==> config.mk <==
export PLATFORM = sky130hd
export DESIGN_NAME = alu_seq
export DESIGN_NICKNAME = d
export VERILOG_FILES = /design/src/rtl/alu_seq.sv
export SDC_FILE = /design/constraint.sdc
export NUM_CORES = 1
export LEC_CHECK = 0
export ABC_AREA = 1
export CORE_AREA = 2 2 100 102
export CTS_BUF_LIST = sky130_fd_sc_hd__clkbuf_4
export DETAILED_ROUTE_END_ITERATION = 7
export DIE_AREA = 0 0 102 104
export GPL_ROUTABILITY_DRIVEN = 0
export GPL_TIMING_DRIVEN = 1
export HOLD_SLACK_MARGIN = 0.12
export PLACE_DENSITY = 0.79
export SKIP_CTS_REPAIR_TIMING = 1
export SYNTH_ARGS = -nofsm -noshare
export SYNTH_HDL_FRONTEND = slang
export SYNTH_SLANG_ARGS = --single-unit
==> constraint.sdc <==
create_clock -name clk -period 4.1 [get_ports clk]
set_input_delay 0.41 -clock clk [delete_from_list [all_inputs] [get_ports clk]]
set_output_delay 0.41 -clock clk [all_outputs]
set_load 0.01 [all_outputs]
==> src/rtl/alu_seq.sv <==
`default_nettype none
// ============================================================================
// Module   : alu_seq
// Brief    : Registered, parametrised ALU with valid/ready handshakes on both
//            sides. Single-cycle ops return in one cycle; MUL/DIV/MOD run
//            one shift-add / restoring-subtract step per cycle.
// Revision : 1.0 - initial release
// ============================================================================
module alu_seq #(
    parameter int WIDTH     = 8,
    parameter bit MULDIV_EN = 1'b1
) (
    input  logic             clk,
    input  logic             rst_n,
    input  logic             in_valid,
    output logic             in_ready,
    input  logic [WIDTH-1:0] A,
    input  logic [WIDTH-1:0] B,
    input  logic [4:0]       choice,
    output logic             out_valid,
    input  logic             out_ready,
    output logic [WIDTH-1:0] result,
    output logic             carry_out,
    output logic             borrow_out,
    output logic             zero,
    output logic             negative,
    output logic             overflow,
    output logic             illegal
);

    localparam int MSB = WIDTH - 1;
    localparam int CW  = (WIDTH > 2) ? $clog2(WIDTH) : 1;

    localparam logic [WIDTH-1:0] C_ONE      = WIDTH'(1);
    localparam logic [CW-1:0]    C_CNT_INIT = CW'(WIDTH - 1);

    localparam logic [0:0] S_IDLE = 1'b0;
    localparam logic [0:0] S_CALC = 1'b1;

    localparam logic [4:0] OP_ADD  = 5'h00;
    localparam logic [4:0] OP_SUB  = 5'h01;
    localparam logic [4:0] OP_INC  = 5'h02;
    localparam logic [4:0] OP_DEC  = 5'h03;
    localparam logic [4:0] OP_AND  = 5'h04;
    localparam logic [4:0] OP_OR   = 5'h05;
    localparam logic [4:0] OP_XOR  = 5'h06;
    localparam logic [4:0] OP_NOT  = 5'h07;
    localparam logic [4:0] OP_SHL  = 5'h08;
    localparam logic [4:0] OP_SHR  = 5'h09;
    localparam logic [4:0] OP_ASR  = 5'h0A;
    localparam logic [4:0] OP_ROL  = 5'h0B;
    localparam logic [4:0] OP_ROR  = 5'h0C;
    localparam logic [4:0] OP_CMP  = 5'h0D;
    localparam logic [4:0] OP_PASS = 5'h0E;
    localparam logic [4:0] OP_MUL  = 5'h0F;
    localparam logic [4:0] OP_DIV  = 5'h10;
    localparam logic [4:0] OP_MOD  = 5'h11;

    // ------------------------------------------------------------------------
    // State and datapath registers
    // ------------------------------------------------------------------------
    logic [0:0]       state_q,     state_d;
    logic [CW-1:0]    cnt_q,       cnt_d;
    logic [4:0]       op_q,        op_d;
    logic [WIDTH-1:0] opnd_q,      opnd_d;   // multiplicand (MUL) or divisor (DIV/MOD)
    logic [WIDTH-1:0] hi_q,        hi_d;     // product high half / partial remainder
    logic [WIDTH-1:0] lo_q,        lo_d;     // multiplier / dividend, becomes low product / quotient
    logic             out_valid_q, out_valid_d;
    logic [WIDTH-1:0] result_q,    result_d;
    logic             carry_q,     carry_d;
    logic             borrow_q,    borrow_d;
    logic             zero_q,      zero_d;
    logic             neg_q,       neg_d;
    logic             ovf_q,       ovf_d;
    logic             ill_q,       ill_d;

    // ------------------------------------------------------------------------
    // Request decode and handshake
    // ------------------------------------------------------------------------
    logic w_accept;
    logic w_is_md;
    logic w_illegal;

    assign in_ready  = (state_q == S_IDLE) && (!out_valid_q || out_ready);
    assign w_accept  = in_valid && in_ready;
    assign w_is_md   = MULDIV_EN &&
                       ((choice == OP_MUL) || (choice == OP_DIV) || (choice == OP_MOD));
    assign w_illegal = (choice > OP_PASS) && !w_is_md;

    // ------------------------------------------------------------------------
    // Single-cycle arithmetic: one adder for ADD/INC, one subtractor for
    // SUB/DEC/CMP, with the constant one muxed in for INC/DEC.
    // ------------------------------------------------------------------------
    logic [WIDTH-1:0] w_add_rhs;
    logic [WIDTH-1:0] w_sub_rhs;
    logic [WIDTH:0]   w_sum;
    logic [WIDTH:0]   w_diff;
    logic             w_add_ovf;
    logic             w_sub_ovf;

    assign w_add_rhs = (choice == OP_INC) ? C_ONE : B;
    assign w_sub_rhs = (choice == OP_DEC) ? C_ONE : B;
    assign w_sum     = {1'b0, A} + {1'b0, w_add_rhs};
    assign w_diff    = {1'b0, A} - {1'b0, w_sub_rhs};
    assign w_add_ovf = (A[MSB] == w_add_rhs[MSB]) && (w_sum[MSB]  != A[MSB]);
    assign w_sub_ovf = (A[MSB] != w_sub_rhs[MSB]) && (w_diff[MSB] != A[MSB]);

    logic [WIDTH-1:0] w_alu_res;
    logic             w_alu_c;
    logic             w_alu_b;
    logic             w_alu_v;

    // Single-cycle result and op-specific flags (zero/negative come later from the final result)
    always_comb begin
        w_alu_res = '0;
        w_alu_c   = 1'b0;
        w_alu_b   = 1'b0;
        w_alu_v   = 1'b0;
        case (choice)
            OP_ADD, OP_INC: begin
                w_alu_res = w_sum[WIDTH-1:0];
                w_alu_c   = w_sum[WIDTH];
                w_alu_v   = w_add_ovf;
            end
            OP_SUB, OP_DEC: begin
                w_alu_res = w_diff[WIDTH-1:0];
                w_alu_b   = w_diff[WIDTH];
                w_alu_v   = w_sub_ovf;
            end
            OP_CMP: begin
                w_alu_res = A;
                w_alu_b   = w_diff[WIDTH];
                w_alu_v   = w_sub_ovf;
            end
            OP_AND:  w_alu_res = A & B;
            OP_OR:   w_alu_res = A | B;
            OP_XOR:  w_alu_res = A ^ B;
            OP_NOT:  w_alu_res = ~A;
            OP_SHL: begin
                w_alu_res = {A[MSB-1:0], 1'b0};
                w_alu_c   = A[MSB];
            end
            OP_SHR: begin
                w_alu_res = {1'b0, A[MSB:1]};
                w_alu_c   = A[0];
            end
            OP_ASR: begin
                w_alu_res = {A[MSB], A[MSB:1]};
                w_alu_c   = A[0];
            end
            OP_ROL: begin
                w_alu_res = {A[MSB-1:0], A[MSB]};
                w_alu_c   = A[MSB];
            end
            OP_ROR: begin
                w_alu_res = {A[0], A[MSB:1]};
                w_alu_c   = A[0];
            end
            OP_PASS: w_alu_res = B;
            default: w_alu_res = '0;
        endcase
    end

    // ------------------------------------------------------------------------
    // Iterative step datapath
    // ------------------------------------------------------------------------
    logic [WIDTH:0]   w_mul_sum;
    logic [WIDTH-1:0] w_mul_hi;
    logic [WIDTH-1:0] w_mul_lo;
    logic [WIDTH:0]   w_trial;
    logic             w_div_zero;
    logic             w_qbit;
    logic [WIDTH-1:0] w_div_hi;
    logic [WIDTH-1:0] w_div_lo;

    // Shift-add: conditionally add the multiplicand into the high half, then
    // shift the whole {carry, hi, lo} right by one.
    assign w_mul_sum = {1'b0, hi_q} + (lo_q[0] ? {1'b0, opnd_q} : {(WIDTH+1){1'b0}});
    assign w_mul_hi  = w_mul_sum[WIDTH:1];
    assign w_mul_lo  = {w_mul_sum[0], lo_q[MSB:1]};

    // Restoring divide: bring in the next dividend bit and try to subtract the
    // divisor. With a zero divisor every trial is forced to succeed, so the
    // quotient fills with ones and the remainder ends up equal to A.
    assign w_div_zero = (opnd_q == '0);
    assign w_trial    = {hi_q, lo_q[MSB]} - {1'b0, opnd_q};
    assign w_qbit     = w_div_zero || !w_trial[WIDTH];
    assign w_div_hi   = w_qbit ? w_trial[WIDTH-1:0] : {hi_q[MSB-1:0], lo_q[MSB]};
    assign w_div_lo   = {lo_q[MSB-1:0], w_qbit};

    // ------------------------------------------------------------------------
    // Next-state, datapath and output-register logic
    // ------------------------------------------------------------------------
    logic             w_ld_en;
    logic [WIDTH-1:0] w_ld_res;
    logic             w_ld_c;
    logic             w_ld_b;
    logic             w_ld_v;
    logic             w_ld_ill;

    // Sequencer: accept requests, run the iterative steps, load the output register
    always_comb begin
        state_d     = state_q;
        cnt_d       = cnt_q;
        op_d        = op_q;
        opnd_d      = opnd_q;
        hi_d        = hi_q;
        lo_d        = lo_q;
        out_valid_d = out_valid_q && !out_ready;
        w_ld_en     = 1'b0;
        w_ld_res    = '0;
        w_ld_c      = 1'b0;
        w_ld_b      = 1'b0;
        w_ld_v      = 1'b0;
        w_ld_ill    = 1'b0;

        case (state_q)
            S_IDLE: begin
                if (w_accept) begin
                    if (w_is_md) begin
                        op_d    = choice;
                        opnd_d  = (choice == OP_MUL) ? A : B;
                        lo_d    = (choice == OP_MUL) ? B : A;
                        hi_d    = '0;
                        cnt_d   = C_CNT_INIT;
                        state_d = S_CALC;
                    end else begin
                        w_ld_en  = 1'b1;
                        w_ld_res = w_illegal ? '0 : w_alu_res;
                        w_ld_c   = !w_illegal && w_alu_c;
                        w_ld_b   = !w_illegal && w_alu_b;
                        w_ld_v   = !w_illegal && w_alu_v;
                        w_ld_ill = w_illegal;
                    end
                end
            end
            S_CALC: begin
                if (op_q == OP_MUL) begin
                    hi_d = w_mul_hi;
                    lo_d = w_mul_lo;
                end else begin
                    hi_d = w_div_hi;
                    lo_d = w_div_lo;
                end
                if (cnt_q == '0) begin
                    w_ld_en = 1'b1;
                    state_d = S_IDLE;
                    if (op_q == OP_MUL) begin
                        w_ld_res = w_mul_lo;
                        w_ld_v   = (w_mul_hi != '0);
                    end else begin
                        w_ld_res = (op_q == OP_DIV) ? w_div_lo : w_div_hi;
                        w_ld_v   = w_div_zero;
                    end
                end else begin
                    cnt_d = cnt_q - CW'(1);
                end
            end
            default: state_d = S_IDLE;
        endcase

        result_d = result_q;
        carry_d  = carry_q;
        borrow_d = borrow_q;
        zero_d   = zero_q;
        neg_d    = neg_q;
        ovf_d    = ovf_q;
        ill_d    = ill_q;
        if (w_ld_en) begin
            out_valid_d = 1'b1;
            result_d    = w_ld_res;
            carry_d     = w_ld_c;
            borrow_d    = w_ld_b;
            ovf_d       = w_ld_v;
            ill_d       = w_ld_ill;
            zero_d      = !w_ld_ill && (w_ld_res == '0);
            neg_d       = !w_ld_ill && w_ld_res[MSB];
        end
    end

    // All state flops; an in-flight operation is dropped on reset
    always_ff @(posedge clk or negedge rst_n) begin
        if (!rst_n) begin
            state_q     <= S_IDLE;
            cnt_q       <= '0;
            op_q        <= '0;
            opnd_q      <= '0;
            hi_q        <= '0;
            lo_q        <= '0;
            out_valid_q <= 1'b0;
            result_q    <= '0;
            carry_q     <= 1'b0;
            borrow_q    <= 1'b0;
            zero_q      <= 1'b0;
            neg_q       <= 1'b0;
            ovf_q       <= 1'b0;
            ill_q       <= 1'b0;
        end else begin
            state_q     <= state_d;
            cnt_q       <= cnt_d;
            op_q        <= op_d;
            opnd_q      <= opnd_d;
            hi_q        <= hi_d;
            lo_q        <= lo_d;
            out_valid_q <= out_valid_d;
            result_q    <= result_d;
            carry_q     <= carry_d;
            borrow_q    <= borrow_d;
            zero_q      <= zero_d;
            neg_q       <= neg_d;
            ovf_q       <= ovf_d;
            ill_q       <= ill_d;
        end
    end

    assign out_valid  = out_valid_q;
    assign result     = result_q;
    assign carry_out  = carry_q;
    assign borrow_out = borrow_q;
    assign zero       = zero_q;
    assign negative   = neg_q;
    assign overflow   = ovf_q;
    assign illegal    = ill_q;

endmodule
`default_nettype wire
Word-level counts from Yosys, hierarchy flattened
Index checks and enable logic that the tools add are counted.
- register bits: 48
- output and inout port bits: 16
- logic and storage cells: 137
- add/subtract/negate cells: 5
- $lt $le $gt $ge: 1
- equality and inequality tests: 26
- mux-type cells: 52
- bitwise operators: 5
- reduce and logical (&&, ||, !) cells: 34
- operators with widths (kind ; count):
    2-to-1 mux 8 bit ; 18
    case mux 8 bit (13 select lines) ; 1
    case mux 8 bit (2 select lines) ; 3
    == test 5 x 4 -> 1 bit, second input constant ; 9
    2-to-1 mux 1 bit ; 21
    == test 5 x 3 -> 1 bit, second input constant ; 4
    adder 8 x 8 -> 9 bit ; 2
    logical NOT 8 bit ; 2
    == test 5 bit, second input constant ; 3
    logical AND 1 bit ; 11
    == test 5 x 2 -> 1 bit, second input constant ; 2
    2-to-1 mux 3 bit ; 3
    subtractor 8 x 8 -> 9 bit ; 1
    subtractor 9 x 8 -> 9 bit ; 1
    bitwise AND 8 bit ; 1
    inverter 8 bit ; 1
    bitwise OR 8 bit ; 1
    case mux 1 bit (2 select lines) ; 4
    nonzero test 8 bit ; 1
    bitwise XOR 8 bit ; 1
    logical NOT 1 bit ; 6
    inequality test 2 bit, second input constant ; 3
    case mux 3 bit (2 select lines) ; 1
    AND reduction 3 bit ; 2
    other kinds (13) ; 21

Longest topological paths before layout
Gate-level depths: netlist of run 1.
- depth in word-level cells: 11
- depth in mapped cells: 22
- gate-level depth less buffers: 22

Worst setup path before layout of run 1
Ideal clock, no wire load.
- kind: input-to-reg
- start point: input choice[4]
- end point: register zero_q, in the netlist zero
- setup time: 65 ps
- arrival: 2449 ps
- setup slack: 1586 ps
- cell stages on the path: 19
- path buffers: 0
- cells stage by stage: inv_2 nand2_2 nor2_2 nand2_1 nand2_1 ha_1 inv_1 fa_1 xnor2_1 o22ai_1 nor2_1 nand4_1 nor2_1 nor2_1 a21oi_1 nand3_1 nor2_1 nand2_1 nand2_1
- longest elaborated chain between the ends: 11
- ends and longest elaborated chain (item ; line ; text):
    from (decl) ; 19 ; input logic [4:0] choice,
    branches (longest 11 deep; another with subtractor 8 x 8 -> 9 bit) ; n/a ;
    to (signal assigned) ; 309 ; zero_q <= zero_d;
    to (decl) ; 72 ; logic zero_q, zero_d;
Several ways; the timed one is not identified.
A chain may end at the register's enable or synchronous reset.

Worst setup path in the final report of run 1
- start point: input choice[0]
- end point: register zero_q, in the netlist zero
Same word-level chain as after synthesis.

==> results.sh, run 1 <==
export IMPL_critical_path_depth=19
export IMPL_worst_hold_path_type="input port to async pin"
export IMPL_post_route_cell_area_um2=5695
export IMPL_antenna_left=0
export IMPL_main_combinational_cell_family_by_area_after_synthesis="simple AND/OR/NAND/NOR gates"
export IMPL_starting_density=0.5363
export IMPL_number_of_enable_type_register_cells_in_the_synthesized_netlist=0
export IMPL_rrSetupSlack_ns=1.27
export IMPL_synth_area_mux_share=0
export IMPL_setup_tns_final_ns=0
export IMPL_dieArea_um2=10610
export IMPL_cts_buffers=5
export IMPL_syn_inst=768
export IMPL_maxClockFrequency_mhz=316.1
export IMPL_dpl_hpwl_um=11880
export IMPL_tritoncts_clock_tree="yes"
export IMPL_global_route_usage_total=0.2906
export IMPL_finalMaxSlewViolations=0
export IMPL_postSynthAreaPerCell_um2=6.668
export IMPL_synth_adder_area_share=0.1402
export IMPL_placed_area_um2=5640
export IMPL_largest_driver_fanout_on_the_critical_path=8
export IMPL_synth_lib_cells_used_distinct=51
export IMPL_path_cells="clkdlybuf4s50_1 > nor2_1 > nand2_2 > inv_2 > nand2_1 > nand2_1 > ha_1 > fa_1 > nand2_1 > nand2_1 > a21oi_1 > o211ai_1 > nor3_1 > nor2_1 > nor2_1 > nand2_1 > nor2_1 > nand2_1 > nand2_1"
export IMPL_final_layout_size_suffix_gt1_frac=0.08323
export IMPL_io_pins=41
export IMPL_post_route_drc_count=0
export IMPL_timing_worst_setup_path_type="input port to flip-flop"
export IMPL_globalRouteOverflowTotal=0
export IMPL_synth_simple_gate_area_frac=0.3223
export IMPL_first_global_vias=5437
export IMPL_placeableCoreArea_um2=9549
export IMPL_clkSinkCount=48
export IMPL_syn_cell_area_um2=5121
export IMPL_slew_headroom=0.2791
export IMPL_worst_path_dominant_cell_family="simple AND/OR/NAND/NOR gates"
export IMPL_critical_path_max_stage_delay_ns=0.50
export IMPL_power_density_nw_per_um2=584.5
export IMPL_static_leak_uw=0.002917
export IMPL_wirelength_um=15160
export IMPL_grt_setup_unrepaired="no"
export IMPL_drt_pass1_iterations=6
export IMPL_synth_seq_cells=48
export IMPL_compound_gate_portion_of_the_synthesized_area=0.1908
export IMPL_routedWlPerCell_um=16.16
export IMPL_worstPathArrival_ns=3.49
export IMPL_drt_initial_drc_count=352
export IMPL_timing_critical_path_required_ns=4.42
export IMPL_insertedDiodeCount=0
export IMPL_floorplan_die_width_um=102
export IMPL_clock_slew_seen_by_the_registers_of_the_worst_setup_and_hold_paths_ns=0.14
export IMPL_setup_violations=0
export IMPL_yosys_warnings=0
export IMPL_synth_xor_xnor_area_share=0.01881
export IMPL_fin_ws_ns=0.9368
export IMPL_synth_largest_type_area_fraction=0.2345
export IMPL_dpl_worst_slack_ns=0.6172
export IMPL_clockRootBuffer="clkbuf_4"
export IMPL_critical_path_slowest_cell="clkdlybuf4s50_1"
export IMPL_detail_route_vias_per_cell=5.855
export IMPL_layout_area_seq_um2=1201
export IMPL_global_route_wire_length_before_repair_um=24950
export IMPL_synth_fp_nets=848
export IMPL_portBuffers=40
export IMPL_die_height_um=104
export IMPL_post_route_min_period_ns=3.163
export IMPL_fin_crit_sh=0.7715
export IMPL_worst_path_most_repeated_cell="nand2_1"
export IMPL_reg2regPathDepth=19
export IMPL_timing_critical_path_to_type="flip-flop"
export IMPL_areaGrowthSynthToFinish_pct=11.21
export IMPL_synth_seq_area_share=0.2345
export IMPL_synth_area_top_cells="dfrtp_1 (23%), nand2_1 (16%), ha_1 (12%)"
export IMPL_result_of_the_run="finished, final reports clean"
export IMPL_final_net_count=884
export IMPL_insertion_delay_ns=0.38
export IMPL_synth_async_reset_ratio=1.000
export IMPL_ctsHtreeMaxLevel=2
export IMPL_worst_path_buf_inv=2
export IMPL_vdd_ir_drop_max_uv=266.2
export IMPL_num_rows=36
export IMPL_synth_ff_type="dfrtp_1"
export IMPL_yosys_area_top_type="dfrtp_1"
export IMPL_fin_total_pwr_uw=3329
export IMPL_max_cap_viol_count=0
export IMPL_clock_path_buffers=2
export IMPL_timing_critical_path_from_type="input port"
export IMPL_hold_violations=0
export IMPL_layout_filler_cells=939
export IMPL_multi_input_comb_area_um2=3442
export IMPL_pin_count_of_the_biggest_net_entering_global_routing=49
export IMPL_tightest_slew_ns=1.081
export IMPL_route_vias_total=5492
export IMPL_fin_skew_ns=0.01794
export IMPL_number_of_antenna_violations_at_the_first_check_in_global_routing=0
-- worst register-to-register path, stage by stage (launching register included) --
cell	delay (ns)
dfrtp_1	0.44
inv_1	0.09
ha_1	0.14
inv_1	0.07
fa_1	0.42
nand3_1	0.10
nand2_2	0.09
nand2_2	0.10
nand2_2	0.07
nand2_4	0.10
nand3_2	0.25
nand3_2	0.17
nand3_1	0.10
nand2_1	0.09
nand2_1	0.06
a21oi_1	0.20
nand2_1	0.07
nor2_1	0.11
nand2_1	0.05
nand2_1	0.05
-- registers in the layout, summed over array words and instances (netlist names) --
name and flops:
op_q 5, hi_q 8, result 8, zero 1, cnt_q 3, opnd_q 8
borrow_out 1, carry_out 1, state_q 1, lo_q 8, negative 1, overflow 1
illegal 1, out_valid 1
-- layout by cell type, fill, tap and decap left out, drive strengths merged --
master,n
a221oi,1
dfrtp,48
or2,5
nand2,226
o221ai,4
a21o,2
clkdlybuf4s50,39
o22ai,9
fa,4
a22oi,2
nor4,2
nand3b,3
o21bai,2
clkbuf,5
inv,107
xor2,9
a21oi,50
buf,6
o2111ai,4
nand3,42
o21ai,54
o41ai,1
o31ai,1
o211ai,15
a32o,4
nor2,70
clkinv,2
nor3,7
nand4,18
a31oi,2
a21boi,1
o21a,3
a221o,1
ha,51
a22o,3
xnor2,2
-- through the flow --
stage          utilization  hold slack (ns)  instances
2_1_floorplan            -           0.1144        768
5_1_grt             0.5964           0.2888        938
3_3_place_gp        0.5907           0.4661        930
6_report            0.5964           0.2109        938
4_1_cts             0.5964           0.2688        938
3_5_place_dp        0.5907           0.4693        930
-- where the power goes --
group	switching [uW]	internal, uW	total, uW
Combinational	1360	836	2200
Sequential	210	692	902
Clock	163	66.6	229
Total	1740	1590	3330
-- routing by layer --
metal | share of wire | global-route usage
met1 | 0.40 | 0.3527
met3 | 0.064 | 0.03495
met2 | 0.47 | 0.4831
met5 | 0 | 0
met4 | 0.063 | 0.1771
-- cells by family after synthesis --
family,count (synthesis)
AO/OA/AOI/OAI,159
AND/OR/NAND/NOR,373
buffers and inverters,122
XOR/XNOR,11
adder cells (fa/ha/maj),55
flip-flops,48
-- Yosys cell counts (6+ instances only) --
| cell | number |
|---|---|
| ha_1 | 51 |
| nand4_1 | 18 |
| xor2_1 | 9 |
| o21ai_1 | 9 |
| inv_2 | 20 |
| dfrtp_1 | 48 |
| nand3_1 | 37 |
| o21ai_0 | 44 |
| nand2_2 | 12 |
| inv_1 | 86 |
| nor2_2 | 7 |
| o22ai_1 | 9 |
| o211ai_1 | 15 |
| a21oi_1 | 47 |
| nand2_1 | 213 |
| buf_2 | 10 |
| nor2_1 | 62 |
| nor3_1 | 6 |
-- area by class of cell --
class,instances,area share
Clock inverter,3,0.003076
Multi-Input combinational cell,598,0.6043
Sequential cell,48,0.2109
Timing Repair Buffer,45,0.07601
Clock buffer,5,0.006591
Inverter,106,0.06986
Tap cell,133,0.02922
-- worst paths after layout --
path | to | from
worst max-delay path | zero$_DFFE_PN0P_ | choice[0]
worst min-delay path | opnd_q[5]$_DFFE_PN0P_ | rst_n
worst max register to register | zero$_DFFE_PN0P_ | lo_q[7]$_DFFE_PN0P_
worst min register to register | result[7]$_DFFE_PN0P_ | result[7]$_DFFE_PN0P_
max in group asynchronous | lo_q[6]$_DFFE_PN0P_ | rst_n
min in group clk | result[7]$_DFFE_PN0P_ | result[7]$_DFFE_PN0P_
Power figures use the tool's default switching activity.
==> run 2, diff against run 1 <==
Settings changed: PLACE_DENSITY 0.79 to 0.82.
Clock period 4.1 ns to 2.65 ns, I/O delays scaled along.
==> results.sh, run 2 (synthesized netlist as in run 1, its figures left out) <==
export IMPL_result_of_the_run="finished, final reports clean"
export IMPL_share_seq_of_total_power=0.226
export IMPL_maxClockFrequency_mhz=395.3
export IMPL_max_cap_viol_count=0
export IMPL_timing_critical_path_from="opnd_q[0]$_DFFE_PN0P_"
export IMPL_critical_path_slowest_cell="dfrtp_1"
export IMPL_worstPathArrival_ns=2.79
export IMPL_insertion_delay_ns=0.37
export IMPL_tightest_slew_ns=1.076
export IMPL_reg2regPathDepth=14
export IMPL_path_cells="buf_4 > nand2_1 > inv_1 > ha_1 > fa_2 > nand3_1 > nand2_1 > a21oi_1 > o21bai_1 > a21o_1 > a21oi_2 > nand4_1 > nand2_2 > a21oi_1"
export IMPL_critical_path_depth=14
export IMPL_worst_hold_path_type="input port to async pin"
export IMPL_layout_cells_most_common="nand2_1"
export IMPL_p_comb_frac=0.712
export IMPL_die_height_um=104
export IMPL_p_int_uw=2936
export IMPL_post_route_util=0.6863
export IMPL_starting_density=0.5363
export IMPL_route_vias_total=6001
export IMPL_insertedDiodeCount=0
export IMPL_clockPowerShare=0.062
export IMPL_post_route_min_period_ns=2.529
export IMPL_floorplan_die_width_um=102
export IMPL_timing_worst_setup_path_type="flip-flop to flip-flop"
export IMPL_drt_initial_drc_count=566
export IMPL_cts_buffers=5
export IMPL_setup_tns_final_ns=0
export IMPL_regToRegStartpoint="opnd_q[0]$_DFFE_PN0P_"
export IMPL_timing_critical_path_required_ns=2.91
export IMPL_ctsHtreeMaxLevel=2
export IMPL_clockRootBuffer="clkbuf_4"
export IMPL_proportion_of_total_power_due_to_net_switching=0.5054
export IMPL_power_density_nw_per_um2=905.7
export IMPL_timing_critical_path_from_type="flip-flop"
export IMPL_num_rows=36
export IMPL_wirelength_um=16570
export IMPL_critical_path_sink="overflow$_DFFE_PN0P_"
export IMPL_first_global_vias=5763
export IMPL_largest_driver_fanout_on_the_critical_path=2
export IMPL_net_switching_power_uw=3000
export IMPL_setup_violations=0
export IMPL_worst_path_dominant_cell_family="compound AO/OA/AOI/OAI gates"
export IMPL_global_route_usage_total=0.3063
export IMPL_final_layout_size_suffix_gt1_frac=0.2156
export IMPL_dpl_hpwl_um=12940
export IMPL_tritoncts_clock_tree="yes"
export IMPL_io_pins=41
export IMPL_static_leak_uw=0.003384
export IMPL_detail_route_vias_per_cell=5.889
export IMPL_finalMaxSlewViolations=0
export IMPL_clock_path_buffers=2
export IMPL_routedWlPerCell_um=16.26
export IMPL_dieArea_um2=10610
export IMPL_fin_total_pwr_uw=5936
export IMPL_worst_path_buf_inv=2
export IMPL_clock_slew_seen_by_the_registers_of_the_worst_setup_and_hold_paths_ns=0.15
export IMPL_timing_critical_path_to_type="flip-flop"
export IMPL_fin_crit_sh=0.9545
export IMPL_vdd_ir_drop_max_uv=555.4
export IMPL_portBuffers=40
export IMPL_grt_setup_unrepaired="yes"
export IMPL_hold_violations=0
export IMPL_drt_pass1_iterations=7
export IMPL_rrSetupSlack_ns=0.12
export IMPL_slew_headroom=0.2824
export IMPL_number_of_antenna_violations_at_the_first_check_in_global_routing=0
export IMPL_post_route_drc_count=0
export IMPL_layout_common_cells="nand2_1 (200), inv_1 (84), buf_4 (83), nor2_1 (57), dfrtp_1 (48)"
export IMPL_antenna_left=0
export IMPL_clkSinkCount=48
export IMPL_fin_skew_ns=0.02207
export IMPL_global_route_wire_length_before_repair_um=26210
export IMPL_areaGrowthSynthToFinish_pct=27.97
export IMPL_globalRouteOverflowTotal=0
export IMPL_placeableCoreArea_um2=9549
export IMPL_critical_path_reg2reg_endpoint="overflow$_DFFE_PN0P_"
export IMPL_final_net_count=965
export IMPL_critical_path_max_stage_delay_ns=0.45
export IMPL_pin_count_of_the_biggest_net_entering_global_routing=49
run 2: cell count changes in the layout (fill, tap and decap cells not counted), moves of 4 or more:
cell | previous run | this run
a21oi_1 | 47 | 41
nor2_1 | 62 | 57
ha_4 | 0 | 5
ha_1 | 51 | 45
dlymetal6s2s_1 | 0 | 5
fa_1 | 4 | 0
nand2_4 | 1 | 6
fa_2 | 0 | 4
buf_4 | 5 | 83
a21oi_2 | 2 | 8
nor2_2 | 7 | 11
nand2_2 | 12 | 20
nand2_1 | 213 | 200
clkdlybuf4s50_1 | 39 | 34
run 2: worst register-to-register path: cells and delay by family (launching register included):
kind	cells	cell delay [ns]
AOI/OAI and AO/OA	5	0.69
and+or+nand+nor	5	0.51
buffers and inverters	2	0.20
DFF	1	0.45
adders and majority gates	2	0.60
run 2: how the worst min path moves through the flow:
stage	start	endpoint	slack, ns	cells past startpoint
2_1_floorplan	rst_n	borrow_out$_DFFE_PN0P_	-0.03	0
3_3_place_gp	negative$_DFFE_PN0P_	negative$_DFFE_PN0P_	0.47	2
3_5_place_dp	negative$_DFFE_PN0P_	negative$_DFFE_PN0P_	0.46	2
4_1_cts	rst_n	lo_q[5]$_DFFE_PN0P_	0.11	1
5_1_grt	rst_n	lo_q[5]$_DFFE_PN0P_	0.17	1
6_report	rst_n	op_q[2]$_DFFE_PN0P_	0.08	1
run 2: metrics by stage:
step / hold slack, ns / instance area, um2 / setup WS (ns) / instances
after floorplan: -0.03059 / 5121 / 0.2807 / 768
after global placement: 0.4656 / 6181 / -0.2649 / 1002
after detailed placement: 0.4647 / 6181 / -0.4192 / 1002
after CTS: 0.1126 / 6242 / -0.05507 / 1010
after global routing: 0.1717 / 6554 / -0.07915 / 1019
final: 0.07762 / 6554 / 0.1206 / 1019
run 2: metal layers:
layer / vias to the layer above / global-route usage / routed length (um)
li1: 2805 / - / -
met1: 2780 / 0.3589 / 6317
met2: 317 / 0.5240 / 7982
met3: 99 / 0.05376 / 1337
met4: 0 / 0.1619 / 933
met5: - / 0 / 0
run 2: area by class of cell:
| class | instances | area (um2) |
|---|---|---|
| multi-input cells | 598 | 3660 |
| inverters | 106 | 400.4 |
| well taps | 133 | 166.4 |
| fillers | 791 | 2995 |
| clock buffers | 6 | 45.04 |
| clock inverters | 2 | 16.27 |
| repair buffers | 126 | 1065 |
| flip-flops and latches | 48 | 1201 |
run 2: power by group through the flow:
| stage | clock, uW | sequential [uW] | combinational [uW] |
|---|---|---|---|
| detailed placement | 0 | 1350 | 3630 |
| floorplan | 0 | 1320 | 2470 |
| CTS | 376 | 1330 | 3650 |
| global route | 407 | 1380 | 4670 |
| global placement | 0 | 1330 | 3510 |
| finish | 369 | 1340 | 4220 |
==> RTL edit 1, RTL diff (config.mk and constraints of run 1) <==
`op_q`, `hi_q`, `lo_q` and `result_q` no longer have a reset.
--- a/src/rtl/alu_seq.sv
+++ b/src/rtl/alu_seq.sv
@@ -283,12 +283,8 @@
         if (!rst_n) begin
             state_q     <= S_IDLE;
             cnt_q       <= '0;
-            op_q        <= '0;
             opnd_q      <= '0;
-            hi_q        <= '0;
-            lo_q        <= '0;
             out_valid_q <= 1'b0;
-            result_q    <= '0;
             carry_q     <= 1'b0;
             borrow_q    <= 1'b0;
             zero_q      <= 1'b0;
@@ -298,12 +294,8 @@
         end else begin
             state_q     <= state_d;
             cnt_q       <= cnt_d;
-            op_q        <= op_d;
             opnd_q      <= opnd_d;
-            hi_q        <= hi_d;
-            lo_q        <= lo_d;
             out_valid_q <= out_valid_d;
-            result_q    <= result_d;
             carry_q     <= carry_d;
             borrow_q    <= borrow_d;
             zero_q      <= zero_d;
@@ -313,6 +305,13 @@
         end
     end
 
+    always_ff @(posedge clk) begin
+        op_q     <= op_d;
+        hi_q     <= hi_d;
+        lo_q     <= lo_d;
+        result_q <= result_d;
+    end
+
     assign out_valid  = out_valid_q;
     assign result     = result_q;
     assign carry_out  = carry_q;
Behaviour: not the same (Yosys sat finds a counterexample within 4 cycles, from zero or initial values and one cycle with rst_n low).
==> RTL edit 1 against run 1 <==
- global-route usage grew 0.97 points
- final area grew 1.9%
- sequential share of layout area grew 2.1 points
- total power shrank 6.7%
- wire length grew 2.2%
- critical endpoint unchanged
- largest power group unchanged
- combinational power shrank 13%
- area after synthesis grew 0.39%
- maximum frequency shrank 9.8%
- critical path depth is the same
- clock power grew 56%
- via count is essentially flat
- sequential cell count is the same
- clock skew grew 12 ps
- setup slack lost 340 ps
==> RTL edit 1: results <==
[run_status]
run_status = "finished, final reports clean"

[synth]
synth.net_count = 850
synth_cells = 770
async_reset_ff_frac = 0.3958
synth_edf_count = 29
netlist-cell-type-count = 46
synth.area.top_cells = "sky130_fd_sc_hd__edfxtp_1, sky130_fd_sc_hd__nand2_1, sky130_fd_sc_hd__ha_1, sky130_fd_sc_hd__dfrtp_1, sky130_fd_sc_hd__inv_1"
ys_dominant_reg_cell = "sky130_fd_sc_hd__edfxtp_1"
synth.top_cells.by_count = "sky130_fd_sc_hd__nand2_1, sky130_fd_sc_hd__inv_1, sky130_fd_sc_hd__nor2_1"

[detailed_routing]
detail_route.iter0.violations = 450
vias_per_cell = 5.822
drtPass1Iterations = 7

[cells_and_area]
finish.cell_count_without_fillers = 944
fin_nets = 890

[critical_path]
reg2reg_slack_ps = 1230
critPathMaxStageDelay_ps = 540
regToRegStartpoint = "lo_q[7]"
critical_path_peak_fanout = 7

[power]
power.leakage_nw = 2.980
peakVddDrop_uv = 240.9

[global_routing]
maximum_number_of_pins_on_one_net_before_global_route_repair = 23
via_count_of_the_first_global_routing_pass = 5312
global_route_wire_length_before_repair_um = 25500
track_usage = 0.3002

[placement]
pre_cts_slack_ps = 274.4
hpwlAfterDp_um = 12160
postPlaceCellArea_sq_mm = 0.005698

[timing]
finalHoldWorstSlack_ps = 506.2
worst_pin_slew_ps = 915.9

[clocking]
cts.clk_slew.worst_paths_ps = 170
==> RTL edit 1: cell count changes after synthesis, sizes merged, moves of 5 or more <==
cell    change
buf        -11
o22ai       -6
inv        +16
a32oi       +5
dfrtp      -29
edfxtp     +29
nand2       +8
nor2       +12
o21ai      -19
nand3      +11
clkbuf      +7
a21oi       -5
==> RTL edit 1: area by class of cell <==
class | count | share of cell area
multi-input combinational | 587 | 0.5661
inverter | 123 | 0.07954
timing repair buffer | 45 | 0.07545
clock buffer | 5 | 0.006467
sequential | 48 | 0.2319
clock inverter | 3 | 0.01186
tap | 133 | 0.02867
==> RTL edit 1: worst max-delay path: cells and delay by family <==
family,cells,cell delay [ps]
simple gates,14,1910
buf+inv,2,670
compound gates,2,450
fa+ha+maj,1,370
==> RTL edit 1: logic make-up after synthesis <==
kind of cell / share of synthesized area
simple gates: 0.3405
fa+ha+maj: 0.1397
xor+xnor: 0.01874
flops: 0.2619
buf+inv: 0.09905
compound gates: 0.1402
==> RTL edit 1: per-layer routing <==
layer / GRT usage / up-vias / wire length, um
li1: - / 2607 / -
met1: 0.3690 / 2526 / 5976
met2: 0.5019 / 287 / 7343
met3: 0.03495 / 76 / 1226
met4: 0.1695 / 0 / 942
met5: 0 / - / 0
==> RTL edit 1: worst max path at each step <==
stage               cells past startpoint  slack (ps)    to       from
floorplan                              19        1320  zero  choice[2]
global placement                       19         360  zero  choice[2]
detailed placement                     22         270  zero  choice[2]
CTS                                    22         650  zero  choice[2]
global route                           22         290  zero  choice[2]
finish                                 19         590  zero  choice[2]
==> RTL edit 1: power breakdown <==
part	leakage, nW	internal (mW)	total [mW]	switching, mW
clock	0.0558	0.192	0.357	0.165
combinational	2.42	0.688	1.91	1.22
sequential	0.509	0.705	0.837	0.132
total	2.98	1.59	3.11	1.52
==> RTL edit 2, RTL diff (settings of run 1) <==
Without the edit above. The parameter `MULDIV_EN` goes from 1'b1 to 1'b0.
--- a/src/rtl/alu_seq.sv
+++ b/src/rtl/alu_seq.sv
@@ -8,7 +8,7 @@
 // ============================================================================
 module alu_seq #(
     parameter int WIDTH     = 8,
-    parameter bit MULDIV_EN = 1'b1
+    parameter bit MULDIV_EN = 1'b0
 ) (
     input  logic             clk,
     input  logic             rst_n,
Function: changed (Yosys sat finds a counterexample within 4 cycles, from zero or initial values and one cycle with rst_n low).
==> RTL edit 2 against run 1 <==
- setup slack worse by 280 ps
- total power is 74% lower
- final area is 31% lower
- clock power is 23% lower
- sequential cell count is 14 lower
- register-to-register slack better by 380 ps
- wire length is 36% lower
- area after synthesis is 35% lower
- largest cell class unchanged
- largest power group is now registers
==> RTL edit 2: results <==
[critical_path]
critical_path_arrival_ps = 3660
reg2regPathDepth = 6
slowest_stage = "sky130_fd_sc_hd__nor2_1"
worst_r2r_endpoint = "carry_out"
critical_path_peak_fanout = 11
critPathMaxStageDelay_ps = 540
crit_path_end = "zero"
regToRegStartpoint = "state_q"
reg2reg_slack_ps = 1650

[cells_and_area]
fin_nets = 635
multiInputCombCellCount = 410
drive_above_1_share = 0.03659
post-route-util = 0.4113
clockBufferCount = 6
fillers = 1010
clock_tree_area_fraction = 0.01370
seq_cell_count = 34
nonClockBufferCount = 42
nonClkBufAreaFrac = 0.1058
layout.non_clock_inverters = 80
multi_input_logic_area_sq_mm = 0.002141

[synth]
syn_avg_cell_area_sq_um = 6.284
synth.area.top_cells = "sky130_fd_sc_hd__dfrtp_1, sky130_fd_sc_hd__nand2_1, sky130_fd_sc_hd__ha_1, sky130_fd_sc_hd__inv_1, sky130_fd_sc_hd__nand3_1"
netlist-cell-type-count = 27
synth.top_cells.by_count = "sky130_fd_sc_hd__nand2_1, sky130_fd_sc_hd__inv_1, sky130_fd_sc_hd__nand3_1"
synth_seq_area_share = 0.2550
synth.net_count = 593

[placement]
postPlaceCellArea_sq_mm = 0.003874
dp_cells = 699
pre_cts_slack_ps = 383.4
hpwlAfterDp_um = 7571

[timing]
worst_pin_slew_ps = 712.4
setup_skew_after_layout_ps = 8.469
max_freq_mhz = 290.5
finalHoldWorstSlack_ps = 464.8

[detailed_routing]
routed_wirelength_um = 9678
vias_per_cell = 5.185
routed_wire_length_per_instance_um = 13.69
route.layer.met1.wl_um = 4220
wl_met3_um = 754
dr_wl_met2_um = 4259
drtPass1Iterations = 5

[global_routing]
groute.layer.met1.usage = 0.2469
via_count_of_the_first_global_routing_pass = 3670
grt.met2_usage = 0.2918
groute.layer.met3.usage = 0.03024
track_usage = 0.1875
global_route_wire_length_before_repair_um = 16250
maximum_number_of_pins_on_one_net_before_global_route_repair = 35

[clocking]
cts.clk_slew.worst_paths_ps = 100
clkLatencyLatePin_ps = 330

[worst_hold_path]
timing.hold.worst.class = "input port to asynchronous set/reset pin"

[run_status]
run_status = "finished, final reports clean"

[power]
peakVddDrop_uv = 110.6
power.leakage_nw = 2.153
[RTL edit 2: changes by cell type after synthesis, sizes merged, moves of 9 or more]
cell	delta
nand3	+15
o211ai	-14
o22ai	-9
dfrtp	-14
buf	-10
a21oi	-34
ha	-16
nand2	-37
nor2	-17
o21ai	-38
inv	-28
[RTL edit 2: critical path, delay by kind of cell]
family	cells	cell delay, ps
buf+inv	4	760
compound gates	1	190
simple gates	14	1840
fa+ha+maj	1	460
[RTL edit 2: where the power goes]
part	internal [mW]	switching [mW]	total [mW]
Clock	0.0710	0.106	0.177
Sequential	0.356	0.0155	0.372
Combinational	0.131	0.188	0.320
[RTL edit 2: cells by family (layout without fill, tap and decap cells)]
group                      Yosys count  after routing  synth area share
and+or+nand+nor                    334            334            0.4323
buffers and inverters               87            130            0.1035
adders and majority gates           37             37            0.1432
AOI/OAI and AO/OA                   35             35           0.05550
DFF                                 34             34            0.2550
xor gates and xnor gates             4              4           0.01050
